==> src/rtl/vram_pkg.sv <==
// Shared types and defaults for the VRAM write-port arbiter.
package vram_pkg;

   localparam int ADDR_W_DEF = 24;
   localparam int DATA_W_DEF = 8;
   localparam int BURST_W    = 8;

   // Grant recorded for the previous cycle.
   typedef enum logic [1:0] {
      GS_IDLE = 2'd0,
      GS_ACC  = 2'd1,
      GS_CPU  = 2'd2
   } grant_e;

   typedef struct packed {
      logic [ADDR_W_DEF-1:0] addr;
      logic [DATA_W_DEF-1:0] wdata;
   } wr_req_t;

endpackage

==> src/rtl/vram_wr_prio_sel.sv <==
// Combinational grant selector: accelerator priority, CPU forced through
// once the accelerator has used up its burst allowance.
module vram_wr_prio_sel
   import vram_pkg::*;
(
   input  logic               acc_valid_i,
   input  logic               cpu_valid_i,
   input  logic [BURST_W-1:0] burst_cnt_i,
   input  logic [BURST_W-1:0] max_burst_i,
   output grant_e             grant_o,
   output logic               starved_o
);

   // Starvation override first, then accelerator, then CPU.
   always_comb begin
      starved_o = acc_valid_i && cpu_valid_i && (burst_cnt_i == max_burst_i);
      grant_o   = GS_IDLE;
      if (acc_valid_i && !starved_o) begin
         grant_o = GS_ACC;
      end else if (cpu_valid_i) begin
         grant_o = GS_CPU;
      end
   end

endmodule

==> src/rtl/vram_write_arbiter.sv <==
// VRAM write-port arbiter between accelerator writeback and CPU loads.
// state | meaning
// IDLE  | no grant last cycle (vram_we low)
// ACC   | accelerator granted last cycle
// CPU   | CPU granted last cycle
module vram_write_arbiter
   import vram_pkg::*;
#(
   parameter int ADDR_W        = ADDR_W_DEF,
   parameter int DATA_W        = DATA_W_DEF,
   parameter int MAX_ACC_BURST = 8,
   parameter int CNT_W         = 16
) (
   input  logic              clk,
   input  logic              resetn,
   input  logic              acc_valid,
   input  logic [ADDR_W-1:0] acc_addr,
   input  logic [DATA_W-1:0] acc_wdata,
   output logic              acc_ready,
   input  logic              cpu_valid,
   input  logic [ADDR_W-1:0] cpu_addr,
   input  logic [DATA_W-1:0] cpu_wdata,
   output logic              cpu_ready,
   output logic              vram_we,
   output logic [ADDR_W-1:0] vram_addr,
   output logic [DATA_W-1:0] vram_wdata,
   output logic [CNT_W-1:0]  acc_wr_count,
   output logic [CNT_W-1:0]  cpu_wr_count,
   output logic              cpu_starved
);

   localparam logic [BURST_W-1:0] MAX_B = BURST_W'(MAX_ACC_BURST);

   grant_e              grant;
   grant_e              state_q;
   logic                starved;
   logic [ADDR_W-1:0]   addr_q;
   logic [DATA_W-1:0]   wdata_q;
   logic [CNT_W-1:0]    acc_cnt_q;
   logic [CNT_W-1:0]    cpu_cnt_q;
   logic [BURST_W-1:0]  burst_q;
   logic [BURST_W-1:0]  burst_d;

   vram_wr_prio_sel u_sel (
      .acc_valid_i (acc_valid),
      .cpu_valid_i (cpu_valid),
      .burst_cnt_i (burst_q),
      .max_burst_i (MAX_B),
      .grant_o     (grant),
      .starved_o   (starved)
   );

   // Ready is held low during reset so nothing is accepted while the port is dead.
   assign acc_ready   = resetn && (grant == GS_ACC);
   assign cpu_ready   = resetn && (grant == GS_CPU);
   assign cpu_starved = starved;

   // Burst allowance only runs while the CPU is actually waiting.
   always_comb begin
      burst_d = burst_q;
      if ((grant == GS_CPU) || !cpu_valid) begin
         burst_d = '0;
      end else if ((grant == GS_ACC) && (burst_q != MAX_B)) begin
         burst_d = burst_q + 1'b1;
      end
   end

   // Grant FSM, registered write port and statistics.
   always_ff @(posedge clk or negedge resetn) begin
      if (!resetn) begin
         state_q   <= GS_IDLE;
         addr_q    <= '0;
         wdata_q   <= '0;
         acc_cnt_q <= '0;
         cpu_cnt_q <= '0;
         burst_q   <= '0;
      end else begin
         state_q <= grant;
         burst_q <= burst_d;
         case (grant)
            GS_ACC: begin
               addr_q    <= acc_addr;
               wdata_q   <= acc_wdata;
               acc_cnt_q <= acc_cnt_q + CNT_W'(1);
            end
            GS_CPU: begin
               addr_q    <= cpu_addr;
               wdata_q   <= cpu_wdata;
               cpu_cnt_q <= cpu_cnt_q + CNT_W'(1);
            end
            default: ;
         endcase
      end
   end

   assign vram_we      = (state_q != GS_IDLE);
   assign vram_addr    = addr_q;
   assign vram_wdata   = wdata_q;
   assign acc_wr_count = acc_cnt_q;
   assign cpu_wr_count = cpu_cnt_q;

endmodule

==> config.mk <==
export PLATFORM = sky130hd
export DESIGN_NAME = vram_write_arbiter
export DESIGN_NICKNAME = d
export VERILOG_FILES = /design/src/rtl/vram_pkg.sv /design/src/rtl/vram_wr_prio_sel.sv /design/src/rtl/vram_write_arbiter.sv
export SDC_FILE = /design/constraint.sdc
export NUM_CORES = 1
export LEC_CHECK = 0
export BUFFER_PORTS_ARGS = -buffer_cell sky130_fd_sc_hd__buf_2
export CORE_MARGIN = 5
export CORE_UTILIZATION = 53
export DETAILED_ROUTE_END_ITERATION = 8
export HOLD_SLACK_MARGIN = 0.15
export PLACE_DENSITY = 0.95
export SYNTH_ARGS = -nofsm -noshare
export SYNTH_HDL_FRONTEND = slang
export SYNTH_HIERARCHICAL = 1
export SYNTH_SLANG_ARGS = --single-unit
==> constraint.sdc <==
create_clock -name clk -period 5.3 [get_ports clk]
set_input_delay 1.06 -clock clk [delete_from_list [all_inputs] [get_ports clk]]
set_output_delay 1.06 -clock clk [all_outputs]
set_load 0.005 [all_outputs]
Word level (Yosys, flattened, before mapping)
Index checks and enable logic that the tools add are counted.

cells by class
  add/subtract/negate cells = 3
  multipliers = 0
  div/mod/pow operators = 0
  $lt $le $gt $ge = 0
  eq/ne operators = 4
  shifts and indexed selects = 0
  multiplexer cells = 6
  bitwise operators = 0
  reduce and logical (&&, ||, !) cells = 12

operator list
  operator                                                               number
  24-bit case mux with 2 select lines                                    1
  16-bit by 1-bit adder with 16-bit output, second input constant        2
  8-bit 2-to-1 mux                                                       2
  8-bit case mux with 2 select lines                                     1
  8-bit by 1-bit adder with 8-bit output, second input constant          1
  8-bit by 4-bit equality test with 1-bit output, second input constant  1
  8-bit by 4-bit != test with 1-bit output, second input constant        1
  1-bit logical AND                                                      6
  2-bit nonzero test                                                     3
  2-bit 2-to-1 mux                                                       2
  2-bit by 1-bit equality test with 1-bit output, second input constant  1
  2-bit equality test, second input constant                             1
  1-bit zero test                                                        2
  1-bit logical OR                                                       1

word-level totals
  flip-flop bits (word level) = 74
  bits in latches = 0
  bits in writable memories = 0
  ROM bits = 0
  bits of input ports = 68
  output and inout port bits = 68
  logic and storage cells = 31
  memories = 0

Longest topological paths before layout
  depth after elaboration = 9
  depth in mapped cells = 10
  mapped depth without buffers = 9

Cells and area by module
The synthesis kept the hierarchy.

modules (own cells, without submodules)
  module              instances  cells an instance  area an instance (µm²)  sequential area each (µm²)
  vram_write_arbiter  1          307                3379.5                  1851.8
  vram_wr_prio_sel    1          16                 123.9                   0.0

Worst setup path before layout
Ideal clock, no wire load.

  path kind = input -> output
  start point = in cpu_valid
  end point = out cpu_ready
  arrival time = 2330 ps
  data required time = 4240 ps
  slack = 1910 ps
  stages = 7
  path buffers = 2
  path through = nand4_1 o31a_1 inv_1 ha_1 buf_4 buf_2 and2_1

on the way
  cells in the longest elaborated chain, start to end = 7
  elaborated cells on any way between the ends = 8
  those cells by class = eq/ne: 1; mux: 2; reduce/logical: 5

RTL lines
  item                             RTL line                  RTL
  start: declaration               vram_write_arbiter.sv:20  input logic cpu_valid,
  1-bit logical AND (2 in series)  vram_wr_prio_sel.sv:16    starved_o = acc_valid_i && cpu_valid_i && (burst_cnt_i == max_burst_i);
  1-bit zero test                  vram_wr_prio_sel.sv:18    if (acc_valid_i && !starved_o) begin
  1-bit logical AND                vram_wr_prio_sel.sv:18
  2-bit 2-to-1 mux                 vram_wr_prio_sel.sv:18
  net grant[0]                     vram_write_arbiter.sv:34  grant_e grant;
  2-bit equality test              vram_write_arbiter.sv:55  assign cpu_ready = resetn && (grant == GS_CPU);
  1-bit logical AND                vram_write_arbiter.sv:55
  end: declaration                 vram_write_arbiter.sv:23  output logic cpu_ready,

The timed path passes the listed nets, and every way through them passes these cells.

Worst setup path after layout
  start point = in cpu_valid
  end point = out acc_ready

on the way
  cells in the longest elaborated chain, start to end = 7
  elaborated cells on any way between the ends = 8
  those cells by class = eq/ne: 1; mux: 2; reduce/logical: 5

RTL lines
  item                                                RTL line                  RTL
  1-bit logical AND (2 in series)                     vram_wr_prio_sel.sv:16
  1-bit zero test                                     vram_wr_prio_sel.sv:18
  1-bit logical AND                                   vram_wr_prio_sel.sv:18
  2-bit 2-to-1 mux (*)                                vram_wr_prio_sel.sv:18
  net grant[1]                                        vram_write_arbiter.sv:34
  2-bit by 1-bit equality test with 1-bit output (*)  vram_write_arbiter.sv:54  assign acc_ready = resetn && (grant == GS_ACC);
  1-bit logical AND (*)                               vram_write_arbiter.sv:54
  end: declaration                                    vram_write_arbiter.sv:19  output logic acc_ready,

Mark *: on every way through the listed nets, which the timed path passes. The rest lies on a longest branch.

==> results.toml <==
[clock_network]
cts-buffers-inserted = 9
path_clk_slew_ns = 0.07
cts_tree = "built"
cts_max_path_buffers = 2
htree_levels = 3
post_cts_buffers = 0
clkSinkCount = 74
root_buffer = "clkbuf_8"
hold_buffers = 0
clk-insertion-delay-late_ns = 0.33
cts_resized = 0

[power]
clkPwrFrac = 0.345
seq_power_share = 0.469
combPwrFrac = 0.187
p_leak_nw = 2.25
p_int_mw = 1.13
p_sw_mw = 0.423
max-vdd-ir-drop_mv = 0.225
switching_share = 0.272
pwr_density_cell_nw_per_um2 = 345

[routing]
drt-total-wl_um = 7970
post-route-drc-count = 0
vias_per_cell = 5.13
via_count = 2801
drt_iter0_drc = 105
wire_per_inst_um = 14.6
firstDrtPassIters = 4
ant_nets = 0

[cells_and_area]
post_route_cells_drive_above_1_share = 0.348
n_antenna_cell = 0
fillCellCount = 482
syn_to_final_growth_pct = 28.7
final_util = 0.706
nNetsFinal = 538

[timing]
rsz0062_at_grt = "no"
fin_crit_sh = 0.646
slew_headroom = 0.375
fin_crit_ns = 3.42
report.final.slew_viol_count = 0
worst_pin_slew_ns = 0.938
skew_ns = 0.0104
max_freq_ghz = 0.292
setup_tns_ns = 0
hold_viol = 0
finalSetupViolCount = 0

[setup_path]
rrSetupSlack_ns = 2.43
crit_slowest_cell = "ha_1"
startpoint_type = "input pin"
worstSetupEndpointType = "output port"
critical_path_class = "input pin to output port"
cpMostUsedCell = "buf_2"
worst_path_largest_cell_delay_ns = 0.33
cp.arrival_ns = 2.36
crit_path_cell_trace = "buf_2 -> nand4_1 -> o32ai_2 -> inv_1 -> ha_1 -> and2_1 -> buf_2"
crit_required_ns = 4.24
cp_max_fo = 12

[placed_design]
gp_congestion = 0.812
io_buffers = 135
hpwlAfterDp_um = 6050

[grt]
grt_usage = 0.200
grt_pass1_vias = 3030
antenna_found_initial = 0
grt.overflow.total = 0
grt_pass1_wl_um = 13600
grt_max_degree = 65

[synth]
yosysTopAreaCellShare = 0.529
syn_inst = 323
netlist_area_um2 = 3500
netlist_top_cells_area = "dfrtp_1, mux2i_1, xnor2_1, nand2_1, o21ai_0"
synth_seq_cells = 74
syn_area_per_cell_um2 = 10.8
yosys.area.top_type = "dfrtp_1"
ys_types = 35
yosysSeqAreaShare = 0.529
synth_warnings = 6

[floorplanning]
dieArea_um2 = 8340
design.core.area_um2 = 6390
ios = 136
die_w_um = 91.3
start_util = 0.549
die_y_um = 91.3
rows = 29

[hold_path]
hp-class = "flop to flop"

[flow_run]
timing.max_cap.violations = 0

[run_status]
status = "completed"
-- per-layer routing --
layer	routed length, um	vias to the layer above	track usage
met3	545	10	0.0504
li1	-	1373	-
met1	3190	1318	0.234
met5	0	-	0
met2	4140	100	0.349
met4	97	0	0.0795
-- synth_stat cells --
library cell / count
nor3_1: 3
buf_1: 2
nand3_1: 12
dfrtp_1: 74
xnor2_1: 30
and2_1: 5
buf_2: 2
nor4_4: 1
o31a_1: 1
xor2_1: 12
a211oi_1: 1
buf_4: 3
and4_1: 2
nand4_1: 9
nor4_1: 1
nand2_1: 42
or3_1: 2
ha_1: 6
nor4bb_1: 1
a21bo_2: 1
mux2_2: 2
o32ai_2: 1
nor3_2: 2
or2_2: 1
nand2b_1: 1
o21ai_0: 23
inv_1: 10
o21ai_1: 11
mux2i_1: 33
nor2_1: 10
and3_1: 6
a21oi_1: 3
conb_1: 2
nand4_2: 2
clkbuf_1: 6
-- state kept, by name, indices dropped and copies added (netlist names) --
name / count
acc_wr_count: 16
burst_q: 8
cpu_wr_count: 16
state_q: 2
vram_addr: 24
vram_wdata: 8
-- layout by cell type, fill, tap and decap left out, drive strengths merged --
master and count:
nor4 2, o21ai 34, o31a 1, mux2i 33, nor4bb 1, a211oi 1, nand2 42, clkinvlp 1
conb 8, clkbuf 12, bufinv 3, a21bo 1, and2 5, nand2b 1, xnor2 30, xor2 12
or3 2, buf 137, a21oi 3, and3 6, inv 10, nor3 5, and4 2, dfrtp 74
o32ai 1, nand4 11, ha 6, or2 1, nand3 12, nor2 10, mux2 2
-- metrics by stage --
| step | total power [mW] | instance area, um2 | cells | worst slack, ns | hold WS (ns) |
|---|---|---|---|---|---|
| floorplan | 0.872 | 3530 | 329 | 1.91 | 0.468 |
| global placement | 1.01 | 4260 | 530 | 1.96 | 0.455 |
| detailed placement | 1.04 | 4260 | 530 | 1.90 | 0.461 |
| CTS | 1.57 | 4510 | 546 | 1.89 | 0.471 |
| global route | 1.65 | 4510 | 546 | 1.74 | 0.499 |
| finish | 1.56 | 4510 | 546 | 1.88 | 0.471 |
-- cell type report --
class                   instances  area, um2  area share
clock buffers                  12        155      0.0344
multi-input cells             232       1580       0.350
well taps                      77       96.3      0.0214
clock inverters                 4       97.6      0.0216
inverters                      10       37.5     0.00833
repair buffers                137        693       0.154
flip-flops and latches         74       1850       0.411
-- worst paths after layout --
check / from / to / depth (start not counted)
min: cpu_wr_count[15]$_DFFE_PN0P_ / cpu_wr_count[15]$_DFFE_PN0P_ / 1
min reg2reg: cpu_wr_count[15]$_DFFE_PN0P_ / cpu_wr_count[15]$_DFFE_PN0P_ / 1
max: cpu_valid / acc_ready / 7
max in group asynchronous: resetn / vram_addr[13]$_DFFE_PN0P_ / 2
max reg2reg: burst_q[2]$_DFFE_PN0P_ / cpu_wr_count[11]$_DFFE_PN0P_ / 9
min in group asynchronous: resetn / acc_wr_count[7]$_DFFE_PN0P_ / 1
-- power groups by stage --
stage / clock [mW] / combinational (mW) / sequential [mW]
4_1_cts: 0.547 / 0.298 / 0.729
5_1_grt: 0.571 / 0.331 / 0.744
2_1_floorplan: 0 / 0.138 / 0.734
6_report: 0.537 / 0.290 / 0.729
3_3_place_gp: 0 / 0.282 / 0.733
3_5_place_dp: 0 / 0.297 / 0.738
-- kinds of logic after synthesis --
| kind of cell | Yosys count | share of synthesized area |
|---|---|---|
| buf+inv | 23 | 0.0286 |
| mux | 35 | 0.101 |
| other cells | 2 | 0.00214 |
| xor+xnor | 42 | 0.105 |
| flops | 74 | 0.529 |
| fa+ha+maj | 6 | 0.0214 |
| simple gates | 100 | 0.149 |
| compound gates | 41 | 0.0650 |
-- critical path: cells and delay by family --
family | cells | cell delay [ns]
AOI/OAI and AO/OA | 1 | 0.31
adders and majority gates | 1 | 0.33
buffers and inverters | 3 | 0.31
and+or+nand+nor | 2 | 0.36
Power figures use the tool's default switching activity.
